--- src/rtl/mm_operand_serializer.sv ---
// Operand serializer: one-entry holding register feeding MSB-first shift registers
// that stream A/B operand pairs to a downstream bit-serial multiplier.
`timescale 1ns/1ps
module mm_operand_serializer #(
   parameter int unsigned WIDTH = 16
) (
   input  logic             clk,
   input  logic             rst_n,
   input  logic             in_valid,
   output logic             in_ready,
   input  logic [WIDTH-1:0] in_a,
   input  logic [WIDTH-1:0] in_b,
   output logic             a_bit,
   output logic             b_bit,
   output logic             bit_valid,
   output logic             word_done,
   output logic             busy
);

   localparam int unsigned CW = $clog2(WIDTH);
   localparam logic [CW-1:0] LAST_IDX = CW'(WIDTH - 1);

   typedef enum logic {
      IDLE,
      SHIFT
   } state_t;

   state_t           state;
   logic             hold_valid;
   logic [WIDTH-1:0] hold_a;
   logic [WIDTH-1:0] hold_b;
   logic [WIDTH-1:0] sh_a;
   logic [WIDTH-1:0] sh_b;
   logic [CW-1:0]    cnt;

   logic last_bit;
   logic load_now;
   logic accept;

   assign last_bit  = (state == SHIFT) && (cnt == LAST_IDX);
   // Reloading in the last-bit cycle frees the holding register, so a new pair
   // can land in it at the same edge and the stream stays gap-free.
   assign load_now  = hold_valid && ((state == IDLE) || last_bit);
   assign in_ready  = !hold_valid || load_now;
   assign accept    = in_valid && in_ready;

   assign a_bit     = sh_a[WIDTH-1];
   assign b_bit     = sh_b[WIDTH-1];
   assign bit_valid = (state == SHIFT);
   assign word_done = last_bit;
   assign busy      = hold_valid || (state == SHIFT);

   always_ff @(posedge clk or negedge rst_n) begin
      if (!rst_n) begin
         state      <= IDLE;
         hold_valid <= 1'b0;
         hold_a     <= '0;
         hold_b     <= '0;
         sh_a       <= '0;
         sh_b       <= '0;
         cnt        <= '0;
      end else begin
         if (accept) begin
            hold_a     <= in_a;
            hold_b     <= in_b;
            hold_valid <= 1'b1;
         end else if (load_now) begin
            hold_valid <= 1'b0;
         end

         // Zero fill guarantees the shifters are empty by the time IDLE is entered.
         if (load_now) begin
            sh_a  <= hold_a;
            sh_b  <= hold_b;
            cnt   <= '0;
            state <= SHIFT;
         end else if (state == SHIFT) begin
            sh_a <= {sh_a[WIDTH-2:0], 1'b0};
            sh_b <= {sh_b[WIDTH-2:0], 1'b0};
            if (last_bit) begin
               state <= IDLE;
               cnt   <= '0;
            end else begin
               cnt <= cnt + CW'(1);
            end
         end
      end
   end

endmodule

--- config.mk ---
export PLATFORM = sky130hd
export DESIGN_NAME = mm_operand_serializer
export DESIGN_NICKNAME = d
export VERILOG_FILES = /design/src/rtl/mm_operand_serializer.sv
export SDC_FILE = /design/constraint.sdc
export NUM_CORES = 1
export LEC_CHECK = 0
export CAP_MARGIN = 0
export CORE_ASPECT_RATIO = 0.7
export CORE_MARGIN = 2
export CORE_UTILIZATION = 48
export CTS_BUF_LIST = sky130_fd_sc_hd__clkbuf_16
export CTS_CLUSTER_DIAMETER = 120
export DETAILED_ROUTE_END_ITERATION = 7
export PLACE_DENSITY_LB_ADDON = 0.08
export SLEW_MARGIN = 20
export SYNTH_ARGS = -nofsm -noshare
export SYNTH_HDL_FRONTEND = slang
export SYNTH_SLANG_ARGS = --single-unit
--- constraint.sdc ---
create_clock -name clk -period 1.55 [get_ports clk]
set_input_delay 0.31 -clock clk [delete_from_list [all_inputs] [get_ports clk]]
set_output_delay 0.31 -clock clk [all_outputs]
set_load 0.02 [all_outputs]
**Yosys cells after proc, flatten, opt, wreduce, memory -nomap -nowiden**

Index checks and enable logic that the tools add are counted.

- Add/subtract/negate cells: 1
- Equality and inequality tests: 1
- Multiplexer cells: 12
- Bitwise logic cells: 1
- Reduce and logical (&&, ||, !) cells: 9

Operators by type and width:

| cell | count |
|---|---|
| $mux 16 | 4 |
| $mux 4 | 3 |
| $mux 1 | 5 |
| $add 4x1->4 const B | 1 |
| $eq 4x4->1 const B | 1 |
| $reduce_bool 2->1 | 2 |
| $logic_and 1x1->1 | 3 |
| $logic_or 1x1->1 | 3 |
| $logic_not 1->1 | 1 |
| $not 1->1 | 1 |

- Register bits: 70
- Input bits: 35
- Output and inout bits: 6
- Word-level logic and storage cells: 31

**Depth between registers and ports, before layout**

Gate-level depths: netlist of run 1.

- Depth after elaboration: 7
- Gate-level depth with buffers: 6
- Depth with buffers taken out: 4

**Worst setup path before layout of run 1**

No wires, ideal clock.

- Path type: reg2reg
- Start: register cnt[0]
- End: register hold_a[0]
- Library setup time: 0.128 ns
- Arrival time: 1.545 ns
- Data required time: 1.422 ns
- Slack: -0.122 ns
- Stages on the path, launching flop included: 6
- Period minus slack after synthesis: 1.672 ns
- Path through: dfrtp_1 ha_1 and3_1 o21ai_2 buf_4 mux2_1

- Longest elaborated chain between the ends: 6

Ends and longest elaborated chain:

| element | RTL line | text |
|---|---|---|
| start, declared | 34 | `logic [CW-1:0] cnt;` |
| start signal, assigned | 84 | `cnt <= cnt + CW'(1);` |
| $eq 4x4->1 | 40 | `assign last_bit = (state == SHIFT) && (cnt == LAST_IDX);` |
| $logic_and 1x1->1 | 40 |  |
| $logic_or 1x1->1 | 43 | `assign load_now = hold_valid && ((state == IDLE) \|\| last_bit);` |
| $logic_and 1x1->1 | 43 |  |
| $logic_or 1x1->1 | 44 | `assign in_ready = !hold_valid \|\| load_now;` |
| $logic_and 1x1->1 | 45 | `assign accept = in_valid && in_ready;` |
| end signal, assigned | 64 | `hold_a <= in_a;` |
| end, declared | 30 | `logic [WIDTH-1:0] hold_a;` |

No other way between the ends.
A chain may end at the register's enable or synchronous reset.

**Final worst setup path of run 1**

- Start: register cnt[0]
- End: register hold_b[12]

- Longest elaborated chain between the ends: 6

Ends and longest elaborated chain:

| element | RTL line | text |
|---|---|---|
| $eq 4x4->1 | 40 |  |
| $logic_and 1x1->1 | 40 |  |
| $logic_or 1x1->1 | 43 |  |
| $logic_and 1x1->1 | 43 |  |
| $logic_or 1x1->1 | 44 |  |
| $logic_and 1x1->1 | 45 |  |
| end signal, assigned | 65 | `hold_b <= in_b;` |
| end, declared | 31 | `logic [WIDTH-1:0] hold_b;` |

No other way between the ends.

==> flow_metrics.tcl, run 1 <==
set metrics [dict create \
    crit_fanout 6 \
    track_usage 0.220 \
    dpl.hpwl_microns 3510 \
    yosys_warnings 0 \
    end_kind "flip-flop" \
    whs_ns 0.00823 \
    slew_headroom 0.755 \
    fin_area_sq_um 4220 \
    yosysSeqAreaShare 0.613 \
    drtIter0Drc 121 \
    switching_share 0.231 \
    post-route-period-util 1.15 \
    critical-path-top-delay-family "buffers and inverters" \
    drtPass1Iterations 4 \
    start_util 0.499 \
    rsz0062_at_grt "true" \
    critPathBufInv 3 \
    grt_pass1_wl_microns 10600 \
    path_clk_slew_ns 0.05 \
    tightest_slew_ns 0.367 \
    crit_path_cell_trace "ha_2, and3_4, buf_6, o21ai_4, buf_12, clkbuf_16, mux2_4" \
    die_y_microns 68.5 \
    hold_viol_final 0 \
    power_mw 4.68 \
    slew_violations 0 \
    detail-route-antenna-nets 0 \
    numCtsBuffers 9 \
    postSynthAreaPerCell_sq_um 13.9 \
    synth_area_leaders "dfrtp_1 61%, mux2_1 12%, a221o_1 11%" \
    gp_congestion 0.820 \
    io_buffers 40 \
    setup_slack_ns -0.230 \
    synth_area_leader_cell "dfrtp_1" \
    critPathMaxStageDelay_ns 0.39 \
    violations "negative setup slack" \
    power-per-cell-area_nw_per_um2 1110 \
    rrSetupSlack_ns -0.23 \
    cts_sinks 70 \
    worstSkewPairLatency_ns 0.32 \
    status "finished, violations left" \
    p_seq_frac 0.491 \
    placed_cell_area_sq_um 3450 \
    layout.nets 320 \
    maxCapViolations 0 \
    cts_root_buf "clkbuf_16" \
    skew_ns 0.00414 \
    dp_slack_ns -0.233 \
    dp.cells 324 \
    cts_max_path_buffers 2 \
    core_sq_um 5730 \
    rows 23 \
    cpMaxStageDelayCell "dfrtp_1" \
    grt_pass1_vias 2069 \
    critPathRequiredTime_ns 1.76 \
    fmax_mhz 562 \
    async_reset_ff_frac 1.00 \
    top_level_ports 41 \
    synth_cells 206 \
    min_period_ns 1.78 \
    die_area_sq_um 6590 \
    die_w_microns 96.2 \
    syn_nets 242 \
    setup_viol 64 \
    cp_num_cells 7 \
    cts_hold_buf 0 \
    vias 2077 \
    grt-ovfl-total 0 \
    tns_ns -11.30 \
    synth-edff-count 0 \
    p_leak_nw 1.95 \
    reg2regPathDepth 7 \
    cp-start-kind "flip-flop" \
    synthFlopType "dfrtp_1" \
    final_layout_size_suffix_gt1_frac 0.331 \
    synth-seq-cells 70 \
    fillers 356 \
    critPathKind "reg2reg" \
    power_frac_clock 0.369 \
    routed_via_density 5.74 \
    p_int_mw 3.60 \
    synth_area_sq_um 2860 \
    grt_max_degree 71 \
    synthToLayoutAreaGrowth_pct 47.7 \
    ir_drop_mv 0.703 \
    drc_errors 0 \
    diodes 0 \
    synth_top_area_frac 0.613 \
    p_sw_mw 1.08 \
    htreeDepth 3 \
    comb_power_share 0.140 \
    final_cells 362 \
    cts_tree "built" \
    drt_wl_total_microns 7580 \
    hold_class "in2async" \
    grt_antenna_before_repair 0 \
    ys_types 25 \
    wl_per_cell_microns 20.9 \
    utilization 0.736 \
    arrival_ns 1.99 \
]
power by group through the flow:
stage	logic, mW	clock network [mW]	registers (mW)
floorplan	0.281	0	2.26
global placement	0.464	0	2.28
detailed placement	0.483	0	2.30
CTS	0.557	1.74	2.28
global route	0.702	1.83	2.32
finish	0.654	1.73	2.29
path summary, 6_finish.rpt:
kind,startpoint,end
max,cnt[0],hold_b[12]
min reg2reg,sh_a[11],sh_a[12]
min,rst_n,hold_a[13]
max in group asynchronous,rst_n,bit_valid
max reg2reg,cnt[0],hold_b[12]
min in group clk,sh_a[11],sh_a[12]
layer usage:
layer  wire, microns  GRT usage
met4              42     0.0696
met2            3750      0.363
met5               0          0
met3             335     0.0533
met1            3450      0.290
Yosys cell counts (2+ instances only):
cell type and count:
dfrtp_1 70, and2_0 7, nand2_1 7, and2_1 24, nand2b_1 2, o211ai_1 2, mux2_1 30, clkbuf_1 2
buf_4 3, o21ai_0 3, nand3_1 2, buf_2 8, inv_1 2, a221o_1 30, a22o_1 2, mux2_2 2
a21oi_1 2
registers in the layout, indices dropped and copies added (netlist names):
| signal | count |
|---|---|
| bit_valid | 1 |
| hold_valid | 1 |
| sh_a | 16 |
| hold_a | 16 |
| cnt | 4 |
| sh_b | 16 |
| hold_b | 16 |
area by class of cell:
cell class | instances | area [sq um] | share of cell area
clock buffers | 9 | 225 | 0.0534
multi-input cells | 121 | 1180 | 0.281
well taps | 75 | 93.8 | 0.0223
repair buffers | 80 | 931 | 0.221
flip-flops and latches | 70 | 1750 | 0.416
clock inverters | 5 | 20.0 | 0.00475
inverters | 2 | 7.51 | 0.00178
worst register-to-register path, stage by stage (launching register included):
cell,delay (ns)
dfrtp_1,0.39
ha_2,0.20
and3_4,0.15
buf_6,0.12
o21ai_4,0.20
buf_12,0.16
clkbuf_16,0.15
mux2_4,0.30
cell usage in the layout, fill, tap and decap left out, types with 3 or more instances in the layout:
| cell | count |
|---|---|
| dfrtp_1 | 68 |
| clkdlybuf4s50_1 | 33 |
| mux2_4 | 30 |
| a221o_1 | 30 |
| and2_1 | 23 |
| buf_4 | 17 |
| clkbuf_16 | 11 |
| buf_6 | 10 |
| buf_12 | 8 |
| nand2_1 | 7 |
| and2_0 | 7 |
| inv_1 | 3 |
| o21ai_0 | 3 |
| clkinv_1 | 3 |
| buf_16 | 3 |
timing repair:
action                     4_1_cts  5_1_grt
pin swaps                        5        6
setup buffers                    6       10
resized for setup               49       30
gates cloned                     6        3
setup endpoints to repair       68       68
cell families after synthesis:
family                   Yosys count  synth area share
flip-flops                        70             0.613
AO/OA/AOI/OAI                     42             0.135
multiplexers                      32             0.126
buffers and inverters             15            0.0272
adder cells (fa/ha/maj)            1           0.00438
AND/OR/NAND/NOR                   46            0.0938
Note: power is estimated with default switching activity, not from simulation.
==> run 2: changes to the inputs <==
--- a/config.mk
+++ b/config.mk
@@ -13,6 +13,7 @@
 export CTS_CLUSTER_DIAMETER = 120
 export DETAILED_ROUTE_END_ITERATION = 7
 export PLACE_DENSITY_LB_ADDON = 0.08
+export SETUP_SLACK_MARGIN = 0.1
 export SLEW_MARGIN = 20
 export SYNTH_ARGS = -nofsm -noshare
 export SYNTH_HDL_FRONTEND = slang
==> flow_metrics.tcl, run 2 (same netlist as run 1, synthesis figures left out) <==
set metrics [dict create \
    status "finished, violations left" \
    violations "negative setup slack" \
    die_y_microns 68.5 \
    hold_viol_final 0 \
    cts_tree "built" \
    synthToLayoutAreaGrowth_pct 37.3 \
    grt_max_degree 71 \
    drtIter0Drc 166 \
    cpMaxStageDelayCell "dfrtp_1" \
    detail-route-antenna-nets 0 \
    cts_sinks 70 \
    drtPass1Iterations 4 \
    die_area_sq_um 6590 \
    skew_ns 0.00532 \
    numCtsBuffers 9 \
    path_clk_slew_ns 0.05 \
    wl_per_cell_microns 18.4 \
    fmax_mhz 586 \
    start_util 0.499 \
    post-route-period-util 1.10 \
    grt_antenna_before_repair 0 \
    critPathBufInv 2 \
    dp.cells 322 \
    diodes 0 \
    setup_viol 67 \
    ir_drop_mv 0.752 \
    vias 1952 \
    p_leak_nw 1.72 \
    io_buffers 40 \
    drt_wl_total_microns 6410 \
    worstSkewPairLatency_ns 0.32 \
    drc_errors 0 \
    grt_pass1_wl_microns 10200 \
    dp_slack_ns -0.213 \
    rsz0062_at_grt "true" \
    min_period_ns 1.71 \
    dpl.hpwl_microns 3640 \
    gp_congestion 0.811 \
    hold_class "in2async" \
    top_level_ports 41 \
    tightest_slew_ns 0.370 \
    grt-ovfl-total 0 \
    track_usage 0.215 \
    final_layout_size_suffix_gt1_frac 0.215 \
    critical-path-top-delay-family "flip-flops" \
    cts_root_buf "clkbuf_16" \
    die_w_microns 96.2 \
    layout.nets 307 \
    crit_fanout 11 \
    fillers 390 \
    cts_max_path_buffers 2 \
    cp_common_cell "buf_6" \
    htreeDepth 3 \
    fin_area_sq_um 3920 \
    cp-start-kind "flip-flop" \
    maxCapViolations 0 \
    grt_pass1_vias 2005 \
    slew_violations 0 \
    setup_slack_ns -0.157 \
    mostFrequentLayoutCells "68 x dfrtp_1, 33 x clkdlybuf4s50_1, 30 x a221o_1" \
    critPathRequiredTime_ns 1.75 \
    cts_hold_buf 0 \
    critPathMaxStageDelay_ns 0.38 \
    crit_path_cell_trace "ha_2, and3_4, buf_6, o21ai_4, buf_6, mux2_1" \
    end_kind "flip-flop" \
    utilization 0.685 \
    critPathKind "reg2reg" \
    core_sq_um 5730 \
    placed_cell_area_sq_um 3440 \
    whs_ns 0.000791 \
    arrival_ns 1.90 \
    final_cells 349 \
    slew_headroom 0.753 \
    power-per-cell-area_nw_per_um2 1150 \
    final_common_cell "dfrtp_1" \
    rows 23 \
    routed_via_density 5.59 \
]
## run 2: cell count changes in the layout (fill, tap and decap cells not counted), moves of 3 or more
cell	previous run	this run
mux2_4	30	6
buf_12	8	3
buf_6	10	13
buf_4	17	10
buf_16	3	0
mux2_1	2	25
## run 2: stage by stage
step	total power, mW	TNS, ns
final	4.52	-6.17
after global routing	4.71	-10.21
after CTS	4.56	-6.75
after detailed placement	2.79	-5.78
after global placement	2.75	-3.93
after floorplan	2.54	0
## run 2: layer usage
| metal | track usage | up-vias | wire [microns] |
|---|---|---|---|
| li1 | - | 891 | - |
| met1 | 0.272 | 1000 | 2810 |
| met2 | 0.352 | 52 | 3170 |
| met3 | 0.0609 | 9 | 325 |
| met4 | 0.0875 | 0 | 107 |
| met5 | 0 | - | 0 |
## run 2: area by class of cell
| class | instances | area, sq um | share of cell area |
|---|---|---|---|
| multi-input combinational | 121 | 1100 | 0.282 |
| sequential | 70 | 1750 | 0.447 |
| inverter | 2 | 7.51 | 0.00191 |
| tap | 75 | 93.8 | 0.0239 |
| timing repair buffer | 67 | 714 | 0.182 |
| clock inverter | 5 | 21.3 | 0.00542 |
| clock buffer | 9 | 225 | 0.0574 |
## run 2: where the power goes
part / switching (mW) / internal, mW / leakage, nW / total (mW)
combinational: 0.181 / 0.333 / 0.767 / 0.514
clock: 0.691 / 1.04 / 0.131 / 1.73
sequential: 0.165 / 2.12 / 0.827 / 2.28
## run 2: final timing paths
path,endpoint,start,cells after the start,slack [ns]
max reg2reg,hold_a[8],cnt[1],6,-0.16
min reg2reg,hold_b[14],hold_b[14],1,0.49
min,hold_a[12],rst_n,2,0.0008
max in group asynchronous,bit_valid,rst_n,2,1.23
max,hold_a[8],cnt[1],6,-0.16
min in group clk,hold_b[14],hold_b[14],1,0.49
## run 2: what timing repair did
item | CTS | global route
pin swaps | 11 | 10
endpoints found under the setup margin | 68 | 69
buffers inserted | 6 | 1
gates resized for setup | 35 | 19
endpoints found under the hold margin | 0 | 0
gates cloned | 4 | 2
